**config.mk**
```make
export PLATFORM = sky130hd
export DESIGN_NAME = conv_tree_serializer
export DESIGN_NICKNAME = d
export VERILOG_FILES = /design/src/rtl/conv_tree_serializer.sv
export SDC_FILE = /design/constraint.sdc
export NUM_CORES = 1
export LEC_CHECK = 0
export CORE_MARGIN = 4
export CORE_UTILIZATION = 23
export DETAILED_ROUTE_END_ITERATION = 12
export PLACE_DENSITY = 0.42
export SLEW_MARGIN = 10
export SYNTH_ARGS = -nofsm -noshare
export SYNTH_HDL_FRONTEND = slang
export SYNTH_SLANG_ARGS = --single-unit
export TNS_END_PERCENT = 5
```
**constraint.sdc**
```tcl
create_clock -name CLK -period 1.5 [get_ports CLK]
set_input_delay 0.225 -clock CLK [delete_from_list [all_inputs] [get_ports CLK]]
set_output_delay 0.225 -clock CLK [all_outputs]
set_load 0.05 [all_outputs]
```
**src/rtl/conv_tree_serializer.sv**
```systemverilog
// conv_tree_serializer: parallel-to-serial converter.
// Captures an INPUTS_NUM-bit word once per INPUTS_NUM-clock frame. The word
// is then shifted out one bit per clock on SERIAL_OUT, with no gap between
// frames. A binary 2:1 mux tree selects the bit, steered by a free-running
// frame counter. The output is registered.
// Optional macro MSB_FIRST_EN: when defined, the MSB is transmitted first.
// When it is undefined, the LSB is transmitted first.
module conv_tree_serializer #(
  parameter int INPUTS_NUM = 16
) (
  input  logic                  CLK,
  input  logic                  RESET,
  input  logic [INPUTS_NUM-1:0] PAR_IN,
  output logic                  SERIAL_OUT
);

  localparam int SEL_W = (INPUTS_NUM > 1) ? $clog2(INPUTS_NUM) : 1;
  localparam logic [SEL_W-1:0] CNT_LAST = SEL_W'(INPUTS_NUM - 1);

  // The mux tree and the wrapping counter only line up for powers of two.
  generate
    if ((INPUTS_NUM < 2) || ((INPUTS_NUM & (INPUTS_NUM - 1)) != 0)) begin : g_bad_param
      $error("conv_tree_serializer: INPUTS_NUM must be a power of two and >= 2");
    end
  endgenerate

  logic [SEL_W-1:0]      cnt;
  logic [SEL_W-1:0]      sel;
  logic [INPUTS_NUM-1:0] hold;
  logic                  tree_out;

  // For a power-of-two width, inverting the counter gives INPUTS_NUM-1-cnt.
  // That reverses the bit order without changing frame timing.
`ifdef MSB_FIRST_EN
  assign sel = ~cnt;
`else
  assign sel = cnt;
`endif

  // The mux tree is built as levels, where depth 0 is the root and depth
  // SEL_W holds the leaves (the hold bits).
  // A node at depth d selects between its two children using sel[SEL_W-1-d].
  // As a result, the leaf-side level is steered by sel[0] and the root by sel[SEL_W-1].
  generate
    for (genvar d = 0; d <= SEL_W; d++) begin : g_lvl
      logic [(1 << d)-1:0] node;
      if (d == SEL_W) begin : g_leaf
        assign node = hold;
      end else begin : g_mux
        for (genvar k = 0; k < (1 << d); k++) begin : g_node
          assign node[k] = sel[SEL_W-1-d] ? g_lvl[d+1].node[2*k+1]
                                          : g_lvl[d+1].node[2*k];
        end
      end
    end
  endgenerate

  assign tree_out = g_lvl[0].node[0];

  // Frame counter, capture register and output flop; reset wins over all updates.
  // NOTE: state uses non-blocking assignments. Then SERIAL_OUT registers the
  // bit chosen by the *current* cnt and hold. Capture and count advance
  // together on the same edge, without one update racing the other.
  always_ff @(posedge CLK) begin
    if (RESET) begin
      cnt        <= '0;
      hold       <= '0;
      SERIAL_OUT <= 1'b0;
    end else begin
      cnt        <= cnt + 1'b1;
      SERIAL_OUT <= tree_out;
      if (cnt == CNT_LAST) begin
        hold <= PAR_IN;
      end
    end
  end

endmodule

```
; ---- After elaboration in Yosys (flattened, before gate mapping)
; Index checks and enable logic that the tools add are counted.
[op_classes]
eq_ne = 1
n_mux = 15
addsub = 1
[op_table]
columns = op, n
row1 = 1-bit two-way mux, 15
row2 = "4-bit by 1-bit adder with 4-bit output, second input constant", 1
row3 = "4-bit equality test, second input constant", 1
[word_totals]
elab_cells = 20
regBits = 21
input_bits = 18
output_inout_bits = 1

; ---- Longest topological paths before layout
; Gate-level depths: netlist (run 1).
[depth]
word_depth = 4
ltp_mapped = 6
depth_no_buf = 4

; ---- Worst setup path before layout (run 1)
; Ideal clock, no wire load.
[synth_timing]
kind = register -> register
from = register cnt[0]
to = register SERIAL_OUT
required_ps = 1369
stages_incl_launch_ff = 6
n_path_buf = 1
setup_ps = 131
arrival_time_ps = 1216
period_less_slack_ps = 1347
path_slack_ps = 153
cell_sequence = dfxtp_1 -> buf_6 -> mux4_2 -> a2bb2oi_2 -> nand3_2 -> a21oi_2
[synth_via]
elab_chain_cells = 4
word_cells_on_any_way = 15
cone_classes = 15 x mux
[synth_lines]
columns = element, line
row1 = from (decl), 27  ; logic [SEL_W-1:0] cnt;
row2 = from (signal assigned), 70  ; cnt <= cnt + 1'b1;
row3 = 1-bit two-way mux (3 in a row), 51  ; assign node[k] = sel[SEL_W-1-d] ? g_lvl[d+1].node[2*k+1]
row4 = 1-bit two-way mux *, 51
row5 = to (signal assigned), 71  ; SERIAL_OUT <= tree_out;
row6 = to (decl), 14  ; output logic SERIAL_OUT
; Every way passes the cells marked *; elsewhere a longest branch is shown, timed or not.
; A chain may end at the register's enable or synchronous reset.

; ---- Worst setup path in the final report (run 1)
; Same ends and word-level chain as after synthesis.

==> results of run 1 <==
-- per-layer routing --
layer	part of all wire (%)	vias up	global-route usage (%)
met5	0	-	0
met4	1.1	0	3.19
met3	2.7	2	1.74
met2	48	9	14.0
met1	48	321	9.32
li1	-	378	-
-- sequential cells by signal, indices dropped and copies added (netlist names) --
| name | count |
|---|---|
| g_lvl.node | 16 |
| SERIAL_OUT | 1 |
| cnt | 4 |
-- worst max-delay path: stages, from the launching register on --
cell                        delay (ns)
sky130_fd_sc_hd__dfxtp_2          0.39
sky130_fd_sc_hd__mux4_2           0.52
sky130_fd_sc_hd__a2bb2oi_2        0.15
sky130_fd_sc_hd__nand3_2          0.08
sky130_fd_sc_hd__a21oi_2          0.04
-- logic make-up (layout without fill, tap and decap cells) --
logic type,after synthesis,in the layout,share of synthesized area (%)
mux,6,6,9.74
simple gates,43,43,20.5
flops,21,21,48.1
fa+ha+maj,1,1,1.43
compound gates,20,20,13.5
xor+xnor,2,2,2.01
buf+inv,7,28,4.73
-- stage by stage --
| stage | worst slack [ns] | hold slack, ns |
|---|---|---|
| 3_5_place_dp | 0.149 | 0.449 |
| 5_1_grt | 0.0931 | 0.479 |
| 4_1_cts | 0.139 | 0.460 |
| 3_3_place_gp | 0.160 | 0.445 |
| 6_report | 0.220 | 0.456 |
| 2_1_floorplan | 0.153 | 0.297 |
-- report_power, final --
part / internal [mW] / switching [mW] / leakage [nW]
clock: 0.189 / 0.171 / 0.0228
sequential: 0.566 / 0.00942 / 0.170
combinational: 0.0689 / 0.0414 / 0.199
total: 0.824 / 0.222 / 0.392
-- layout by cell type (no fill, tap or decap) --
cell type / count
sky130_fd_sc_hd__a31oi_1: 1
sky130_fd_sc_hd__nand3_2: 1
sky130_fd_sc_hd__a21oi_1: 16
sky130_fd_sc_hd__buf_4: 7
sky130_fd_sc_hd__ha_1: 1
sky130_fd_sc_hd__nand2_1: 33
sky130_fd_sc_hd__dfxtp_1: 20
sky130_fd_sc_hd__a21oi_2: 1
sky130_fd_sc_hd__clkdlybuf4s50_1: 17
sky130_fd_sc_hd__mux4_2: 2
sky130_fd_sc_hd__a2bb2oi_2: 1
sky130_fd_sc_hd__xnor2_1: 1
sky130_fd_sc_hd__and3_1: 1
sky130_fd_sc_hd__clkbuf_1: 1
sky130_fd_sc_hd__nand3_1: 3
sky130_fd_sc_hd__nor2b_1: 2
sky130_fd_sc_hd__clkbuf_8: 3
sky130_fd_sc_hd__dfxtp_2: 1
sky130_fd_sc_hd__o211ai_1: 1
sky130_fd_sc_hd__xor2_1: 1
sky130_fd_sc_hd__nor2_1: 3
sky130_fd_sc_hd__mux2i_1: 4
-- layout make-up --
| class | instances | area share, % |
|---|---|---|
| multi-input cells | 72 | 35.5 |
| well taps | 48 | 5.17 |
| clock buffers | 4 | 3.88 |
| repair buffers | 24 | 19.2 |
| flip-flops and latches | 21 | 36.3 |
-- worst max-delay path by stage --
stage,start,end,slack [ns]
6_report,cnt[0],SERIAL_OUT,0.22
5_1_grt,cnt[0],g_lvl[4].node[5],0.09
2_1_floorplan,cnt[0],SERIAL_OUT,0.15
4_1_cts,cnt[0],SERIAL_OUT,0.14
3_5_place_dp,cnt[0],SERIAL_OUT,0.15
3_3_place_gp,cnt[0],SERIAL_OUT,0.16
==> Implementation_results.wiki, run 1 <==
{| class="wikitable"
! Metric !! Value
|-
| Hold violation total from the final report || 0
|-
| Min Clock Period, post-route || 1.28 ns
|-
| Total of hold buffers inserted after clock tree synthesis || 0
|-
| Area share of the largest cell type after synthesis || 48.1%
|-
| Core outline area || 3660 um2
|-
| Weighted congestion at the end of routability-driven global placement || 0.694
|-
| Wire length of the first global-routing pass || 3180 um
|-
| Final total power || 1.05 mW
|-
| Power density of the placed cells || 900 nW/um2
|-
| Die X-Extent || 69.6 um
|-
| Clock slew at the register clock pins of the worst setup and hold paths || 0.07 ns
|-
| Latest clock arrival within the worst-skew pair || 0.25 ns
|-
| Max-cap check violation count || 0
|-
| Synthesized area per cell || 8.73 um2
|-
| Leak || 0.392 nW
|-
| #FFs+latches synth || 21
|-
| Number of buffer cells added on primary ports || 18
|-
| Cell depth of the worst hold path || 2
|-
| Antenna Violating Nets Remaining || 0
|-
| Leading cell types by total area after synthesis || sky130_fd_sc_hd__dfxtp_1, sky130_fd_sc_hd__nand2_1, sky130_fd_sc_hd__a21oi_1, sky130_fd_sc_hd__mux4_2, sky130_fd_sc_hd__mux2i_1
|-
| # clock sinks || 21
|-
| Req. time, crit path || 1.64 ns
|-
| Share of layout cells above drive strength 1 || 13.2%
|-
| Top Ports || 19
|-
| Via Count || 710
|-
| Most area-hungry cell type in the Yosys netlist || sky130_fd_sc_hd__dfxtp_1
|-
| Filler Cells Inserted || 397
|-
| Kind of critical path || register to register
|-
| Total setup buffers inserted after CTS || 0
|-
| Post-DR vias/cell || 4.20
|-
| Setup repair after global routing missed its margin || false
|-
| Cell Area, Synth || 873 um2
|-
| Iteration count of the initial detailed-routing pass || 2
|-
| Non-filler instance count after layout || 169
|-
| Routed wirelength normalized by instance count || 10.4 um
|-
| Count of antenna diodes in the layout || 0
|-
| Worst ir drop on vdd || 0.000399 V
|-
| CTS Root Buffer Type || sky130_fd_sc_hd__clkbuf_8
|-
| Initial core utilization || 23.9%
|-
| Result of the run || completed
|-
| Buffer depth of the longest clock path || 2
|-
| DR iter-0 viols || 10
|-
| Die H || 69.6 um
|-
| Dpl hpwl || 1320 um
|-
| Post-synthesis sequential area ratio || 48.1%
|-
| Net count after synthesis || 119
|-
| Num rows || 22
|-
| Worst-Margin Slew || 0.304 ns
|-
| Distinct cells, synth || 22
|-
| Data arrival, critical path || 1.42 ns
|-
| Aggregate global-route resource usage || 7.96%
|-
| Count of warnings emitted by yosys || 0
|-
| Max Clock Skew || 0.00306 ns
|-
| Capture instance of the worst register-to-register path || SERIAL_OUT
|-
| Number of antenna violations at the first check in global routing || 0
|-
| Cell count after synthesis || 100
|-
| Post-cts repair resize count || 0
|-
| Worst-case headroom to the max-slew limit || 79.7%
|-
| Capture endpoint of the worst hold path || g_lvl[4].node[9]
|-
| Total Wirelength || 1760 um
|-
| Type of the worst min-delay path || register to register
|-
| Maximum level of the CTS H-tree || 1
|-
| Vias in the first global route || 762
|-
| Total count of max-transition violations in the final report || 0
|-
| Most common library cells after synthesis || sky130_fd_sc_hd__nand2_1, sky130_fd_sc_hd__dfxtp_1, sky130_fd_sc_hd__a21oi_1, sky130_fd_sc_hd__mux2i_1
|-
| TritonCTS clock tree || built
|-
| Number of buffers added by the clock tree synthesis step || 3
|-
| Fin nets || 141
|-
| Number of cell instances on the worst register-to-register path || 4
|-
| Leading register cell type out of synthesis || sky130_fd_sc_hd__dfxtp_1
|-
| Layout overhead on the synthesized area || 33.0%
|-
| DRC violation count after routing || 0
|-
| Setup_tns || 0 ns
|-
| Period Utilization, post-route || 85.4%
|-
| Placed standard-cell area || 1110 um2
|-
| Layout Cell Area excl Fill || 1160 um2
|-
| Full die area || 4850 um2
|-
| Element type at the critical path end || register
|-
| Startpoint type of the worst setup path || register
|-
| Reg-to-reg slack, setup || 0.22 ns
|-
| Final setup viols || 0
|-
| Final Core Density || 31.7%
|-
| Worst R2R Start || cnt[0]
|-
| Number of placed instances with taps included || 165
|-
| Max Freq || 781 MHz
|-
| Final global-route overflow total || 0
|-
| Origin of the worst min-delay path || g_lvl[4].node[9]
|-
| Worst-path maximum fanout || 5
|-
| Area occupied by multi-input gates || 412 um2
|-
| Most used standard cell by instance count after synthesis || sky130_fd_sc_hd__nand2_1
|-
| Number of flops mapped to enable cells by yosys || 0
|-
| Proportion of synthesized flip-flops having asynchronous set or reset || 0%
|-
| Pin count of the biggest net entering global routing || 22
|-
| FF+latch area || 422 um2
|}
(Power assumes the default switching activity.)
==> inputs of run 2 (changes only) <==
--- a/config.mk
+++ b/config.mk
@@ -5,7 +5,6 @@
 export SDC_FILE = /design/constraint.sdc
 export NUM_CORES = 1
 export LEC_CHECK = 0
-export CORE_MARGIN = 4
 export CORE_UTILIZATION = 23
 export DETAILED_ROUTE_END_ITERATION = 12
 export PLACE_DENSITY = 0.42
==> run 2 against run 1 <==
  * Combinational power barely moved
  * Sequential cell count did not move
  * Global-route usage rose by 2.0 points
  * Final area did not move
  * Sequential share of layout area fell by 0.11 points
  * Clock power rose by 2%
  * Setup slack got worse by 0.066 ns
  * Hold slack barely moved
  * Power rose by 0.62%
  * Register-to-register slack got worse by 0.07 ns
  * Wire length fell by 1.9%
  * Highest routed layer unchanged
==> Implementation_results.wiki, run 2 (same netlist as run 1, synthesis figures left out) <==
{| class="wikitable"
! Metric !! Value
|-
| Result of the run || completed
|-
| CTS Root Buffer Type || sky130_fd_sc_hd__clkbuf_8
|-
| Initial core utilization || 23.9% (unchanged)
|-
| Hold violation total from the final report || 0 (unchanged)
|-
| Worst-path maximum fanout || 5 (unchanged)
|-
| Leak || 0.394 nW (+0.65%)
|-
| Maximum level of the CTS H-tree || 1 (unchanged)
|-
| Element type at the critical path end || register
|-
| Post-cts repair resize count || 0 (unchanged)
|-
| Core outline area || 3660 um2 (unchanged)
|-
| Min Clock Period, post-route || 1.35 ns (+0.0664 ns)
|-
| Share of layout cells above drive strength 1 || 13.2% (unchanged)
|-
| Internal power of the cells || 819 uW (-0.53%)
|-
| FF+latch area || 420 um2 (-0.30%)
|-
| Num rows || 22 (unchanged)
|-
| Max Clock Skew || 0.00318 ns (+0.000121 ns)
|-
| Worst-Margin Slew || 0.304 ns (-0.000194 ns)
|-
| Vias in the first global route || 669 (-12%)
|-
| Final setup viols || 0 (unchanged)
|-
| Req. time, crit path || 1.65 ns (about the same)
|-
| DRC violation count after routing || 0 (unchanged)
|-
| TritonCTS clock tree || built
|-
| # clock sinks || 21 (unchanged)
|-
| Switching share of power || 22.1% (+0.90 points)
|-
| Worst-case headroom to the max-slew limit || 79.7% (about the same)
|-
| Setup repair after global routing missed its margin || false
|-
| Area occupied by multi-input gates || 412 um2 (unchanged)
|-
| Kind of critical path || register to register
|-
| Full die area || 4050 um2 (-16%)
|-
| Total setup buffers inserted after CTS || 0 (unchanged)
|-
| Total Wirelength || 1730 um (-1.9%)
|-
| Max Freq || 742 MHz (-4.9%)
|-
| Iteration count of the initial detailed-routing pass || 4 (+2)
|-
| Filler Cells Inserted || 402 (+1.3%)
|-
| Fin nets || 141 (unchanged)
|-
| Top Ports || 19 (unchanged)
|-
| Via Count || 720 (+1.4%)
|-
| Post-DR vias/cell || 4.26 (+1.4%)
|-
| Most frequent cells in the layout || sky130_fd_sc_hd__nand2_1, sky130_fd_sc_hd__dfxtp_1, sky130_fd_sc_hd__clkdlybuf4s50_1
|-
| Number of cell instances on the worst register-to-register path || 4 (unchanged)
|-
| Aggregate global-route resource usage || 9.92% (+2.0 points)
|-
| Final global-route overflow total || 0 (unchanged)
|-
| Number of antenna violations at the first check in global routing || 0 (unchanged)
|-
| Max-cap check violation count || 0 (unchanged)
|-
| Number of buffers added by the clock tree synthesis step || 3 (unchanged)
|-
| Die X-Extent || 63.6 um (-8.6%)
|-
| Weighted congestion at the end of routability-driven global placement || 0.734 (+5.9%)
|-
| Power density of the placed cells || 906 nW/um2 (+0.62%)
|-
| Period Utilization, post-route || 89.8% (+4.4 points)
|-
| Wire length of the first global-routing pass || 3030 um (-4.7%)
|-
| Latest clock arrival within the worst-skew pair || 0.26 ns (about the same)
|-
| Share of total power in combinational logic || 10.4% (about the same)
|-
| Sequential Power Share || 54.7% (-0.4 points)
|-
| Layout overhead on the synthesized area || 33.0% (unchanged)
|-
| Most common cell after layout, fill and taps aside || sky130_fd_sc_hd__nand2_1
|-
| Total count of max-transition violations in the final report || 0 (unchanged)
|-
| Type of the worst min-delay path || register to register
|-
| Pin count of the biggest net entering global routing || 22 (unchanged)
|-
| Dpl hpwl || 1270 um (-3.7%)
|-
| Clock slew at the register clock pins of the worst setup and hold paths || 0.08 ns (about the same)
|-
| Count of antenna diodes in the layout || 0 (unchanged)
|-
| Antenna Violating Nets Remaining || 0 (unchanged)
|-
| Total of hold buffers inserted after clock tree synthesis || 0 (unchanged)
|-
| Worst ir drop on vdd || 0.000393 V (-1.5%)
|-
| Routed wirelength normalized by instance count || 10.2 um (-1.9%)
|-
| Startpoint type of the worst setup path || register
|-
| Setup_tns || 0 ns (unchanged)
|-
| Data arrival, critical path || 1.50 ns (+0.08 ns)
|-
| Non-filler instance count after layout || 169 (unchanged)
|-
| Number of buffer cells added on primary ports || 18 (unchanged)
|-
| Number of flip-flops under the largest register name || 16 (unchanged)
|-
| Die H || 63.6 um (-8.6%)
|-
| DR iter-0 viols || 19 (+9)
|-
| Number of placed instances with taps included || 165 (unchanged)
|-
| Psw || 233 uW (+4.9%)
|-
| Buffer depth of the longest clock path || 2 (unchanged)
|-
| Cell depth of the worst hold path || 2 (unchanged)
|-
| Clock power frac || 34.9% (+0.5 points)
|}
run 2: cell count changes in the layout (fill, tap and decap cells not counted):
cell	change
sky130_fd_sc_hd__clkbuf_1	-1
sky130_fd_sc_hd__clkinv_2	+1
sky130_fd_sc_hd__dfxtp_1	+1
sky130_fd_sc_hd__dfxtp_2	-1
run 2: cell type report:
| type | count | share of cell area (%) |
|---|---|---|
| sequential | 21 | 36.2 |
| multi-input combinational | 72 | 35.5 |
| timing repair buffer | 24 | 19.2 |
| tap | 48 | 5.17 |
| clock buffer | 3 | 3.56 |
| clock inverter | 1 | 0.431 |
run 2: critical path, stage by stage (launching register included):
cell and delay, ns:
sky130_fd_sc_hd__dfxtp_1 0.44, sky130_fd_sc_hd__mux4_2 0.54, sky130_fd_sc_hd__a2bb2oi_2 0.15, sky130_fd_sc_hd__nand3_2 0.08, sky130_fd_sc_hd__a21oi_2 0.04
run 2: metrics by stage:
stage	worst slack (ns)	area, um2	hold WS [ns]	total power [mW]	utilization, %
after floorplan	0.153	873	0.297	0.640	-
after global placement	0.157	1110	0.445	0.699	30.5
after detailed placement	0.147	1110	0.447	0.700	30.5
after CTS	0.141	1160	0.459	1.07	31.7
after global routing	0.0206	1160	0.480	1.11	31.7
final	0.153	1160	0.456	1.05	31.7
run 2: worst paths after layout:
path                     from               end  slack [ns]
max reg2reg            cnt[0]        SERIAL_OUT        0.15
min reg2reg  g_lvl[4].node[3]  g_lvl[4].node[3]        0.46
min          g_lvl[4].node[3]  g_lvl[4].node[3]        0.46
max                    cnt[0]        SERIAL_OUT        0.15
run 2: power by group through the flow:
stage	clock [mW]	combinational [mW]	sequential, mW
final	0.367	0.110	0.575
after floorplan	0	0.0483	0.592
after global routing	0.410	0.119	0.577
after CTS	0.379	0.112	0.575
after detailed placement	0	0.111	0.589
after global placement	0	0.110	0.589
run 2: layer usage:
metal	vias to the layer above	GRT usage [%]	routed length, um
met5	-	0	0
met4	0	5.97	26
met3	4	2.36	69
met2	13	16.2	803
met1	326	11.6	829
li1	377	-	-
==> inputs of run 3 (changes only) <==
--- a/config.mk
+++ b/config.mk
@@ -6,8 +6,10 @@
 export NUM_CORES = 1
 export LEC_CHECK = 0
 export CORE_UTILIZATION = 23
+export CTS_CLUSTER_SIZE = 24
 export DETAILED_ROUTE_END_ITERATION = 12
 export PLACE_DENSITY = 0.42
+export REMOVE_ABC_BUFFERS = 1
 export SLEW_MARGIN = 10
 export SYNTH_ARGS = -nofsm -noshare
 export SYNTH_HDL_FRONTEND = slang
==> run 3 against run 2 <==
  * Global-route usage is 0.24 points higher
  * Clock-buffer cell count rose by 1
  * Sequential cell count stayed put
  * Largest cell class unchanged
  * Highest routed layer unchanged
==> Implementation_results.wiki, run 3 (same netlist as run 1, synthesis figures left out) <==
{| class="wikitable"
! Metric !! Value
|-
| Result of the run || completed
|-
| DR iter-0 viols || 22 (+3)
|-
| Full die area || 4050 um2 (unchanged)
|-
| Pin count of the biggest net entering global routing || 22 (unchanged)
|-
| Req. time, crit path || 1.65 ns (about the same)
|-
| Number of antenna violations at the first check in global routing || 0 (unchanged)
|-
| Met3 layer wire length in the routed design || 71 um (+2.9%)
|-
| Weighted congestion at the end of routability-driven global placement || 0.728 (-0.93%)
|-
| Leak || 0.397 nW (+0.67%)
|-
| Kind of critical path || register to register
|-
| Type of the worst min-delay path || register to register
|-
| Setup_tns || 0 ns (unchanged)
|-
| Top Ports || 19 (unchanged)
|-
| Dpl hpwl || 1270 um (about the same)
|-
| Top Metal Used || met4
|-
| Post-DR vias/cell || 4.25 (-0.31%)
|-
| Die H || 63.6 um (unchanged)
|-
| Element type at the critical path end || register
|-
| Most common cell after layout, fill and taps aside || sky130_fd_sc_hd__nand2_1
|-
| Routed wirelength normalized by instance count || 10.5 um (+2.9%)
|-
| Max Clock Skew || 0.00276 ns (-0.000428 ns)
|-
| Count of antenna diodes in the layout || 0 (unchanged)
|-
| Fin nets || 142 (+0.71%)
|-
| Vias in the first global route || 747 (+12%)
|-
| Number of buffer cells added on primary ports || 18 (unchanged)
|-
| DRT met1 WL || 883 um (+6.5%)
|-
| Latest clock arrival within the worst-skew pair || 0.26 ns (about the same)
|-
| Sum of met2 wire segment lengths after detailed routing || 803 um (unchanged)
|-
| Period Utilization, post-route || 89.6% (-0.15 points)
|-
| DRC violation count after routing || 0 (unchanged)
|-
| Startpoint type of the worst setup path || register
|-
| Antenna Violating Nets Remaining || 0 (unchanged)
|-
| Setup repair after global routing missed its margin || false
|-
| Number of buffers added by the clock tree synthesis step || 3 (unchanged)
|-
| Worst-Margin Slew || 0.262 ns (-0.0419 ns)
|-
| Initial core utilization || 23.9% (unchanged)
|-
| Core outline area || 3660 um2 (unchanged)
|-
| Buffer depth of the longest clock path || 2 (unchanged)
|-
| Worst-path maximum fanout || 7 (+2)
|-
| Data arrival, critical path || 1.50 ns (about the same)
|-
| Max Freq || 744 MHz (+0.17%)
|-
| Non-filler instance count after layout || 170 (+0.59%)
|-
| Total count of max-transition violations in the final report || 0 (unchanged)
|-
| Final global-route overflow total || 0 (unchanged)
|-
| Filler Cells Inserted || 384 (-4.5%)
|-
| Layout overhead on the synthesized area || 33.8%
|-
| Num rows || 22 (unchanged)
|-
| TritonCTS clock tree || built
|-
| # clock sinks || 21 (unchanged)
|-
| Aggregate global-route resource usage || 10.2% (+0.24 points)
|-
| Via Count || 722 (+0.28%)
|-
| Most frequent cells in the layout || sky130_fd_sc_hd__nand2_1, sky130_fd_sc_hd__dfxtp_1, sky130_fd_sc_hd__clkdlybuf4s50_1
|-
| Share of layout cells above drive strength 1 || 13.9% (+0.71 points)
|-
| Total of hold buffers inserted after clock tree synthesis || 0 (unchanged)
|-
| Post-place setup slack || 0.0370 ns (-0.110 ns)
|-
| Min Clock Period, post-route || 1.34 ns (-0.00227 ns)
|-
| Power density of the placed cells || 908 nW/um2 (+0.25%)
|-
| Post-layout worst setup margin || 0.155 ns (+0.00227 ns)
|-
| Number of placed instances with taps included || 166 (+0.61%)
|-
| Number of flip-flops under the largest register name || 16 (unchanged)
|-
| Final Core Density || 31.9% (+0.20 points)
|-
| Hold violation total from the final report || 0 (unchanged)
|-
| Max-cap check violation count || 0 (unchanged)
|-
| CTS Root Buffer Type || sky130_fd_sc_hd__clkbuf_8
|-
| Total Wirelength || 1790 um (+3.5%)
|-
| Worst-case headroom to the max-slew limit || 82.5% (+2.8 points)
|-
| Die X-Extent || 63.6 um (unchanged)
|-
| Maximum level of the CTS H-tree || 1 (unchanged)
|-
| Final setup viols || 0 (unchanged)
|-
| Wire length of the first global-routing pass || 3210 um (+5.9%)
|-
| Iteration count of the initial detailed-routing pass || 4 (unchanged)
|-
| Worst-case hold slack || 0.455 ns (-0.000718 ns)
|-
| Worst ir drop on vdd || 0.000300 V (-24%)
|-
| Clock slew at the register clock pins of the worst setup and hold paths || 0.08 ns (about the same)
|}
[run 3: repair_timing]
item | CTS | global route
endpoints found under the hold margin | 0 | 0
setup buffers | 0 | 0
resized for setup | 0 | 1
endpoints found under the setup margin | 0 | 4
[run 3: worst paths after layout]
kind | slack, ns | from | cells after the start | to
setup reg to reg | 0.16 | cnt[0] | 3 | SERIAL_OUT
hold reg to reg | 0.46 | g_lvl[4].node[4] | 2 | g_lvl[4].node[4]
hold / removal | 0.46 | g_lvl[4].node[4] | 2 | g_lvl[4].node[4]
setup / recovery | 0.16 | cnt[0] | 3 | SERIAL_OUT
[run 3: area by class of cell]
type	instances	area [um2]	share of cell area, %
tap	48	60.1	5.14
multi-input combinational	72	412	35.2
sequential	21	422	36.1
timing repair buffer	25	230	19.7
clock buffer	4	45.0	3.85
[run 3: through the flow]
step	instance area, um2	power, mW
after floorplan	832	0.628
after global placement	1120	0.701
after detailed placement	1120	0.700
after CTS	1170	1.08
after global routing	1170	1.10
final	1170	1.06
[run 3: worst max-delay path, cell delays in order, from the launching register on]
cell	delay, ns
sky130_fd_sc_hd__dfxtp_2	0.43
sky130_fd_sc_hd__mux4_2	0.53
sky130_fd_sc_hd__o211ai_1	0.21
sky130_fd_sc_hd__a21oi_2	0.08
[run 3: metal layers]
layer,up-vias,GRT usage (%)
met5,-,0
met4,0,5.11
met3,3,2.72
met2,14,15.7
met1,327,12.9
li1,378,-
[run 3: power by group]
part / switching [mW] / internal, mW
clock: 0.184 / 0.189
sequential: 0.0147 / 0.566
combinational: 0.0376 / 0.0692
total: 0.237 / 0.825
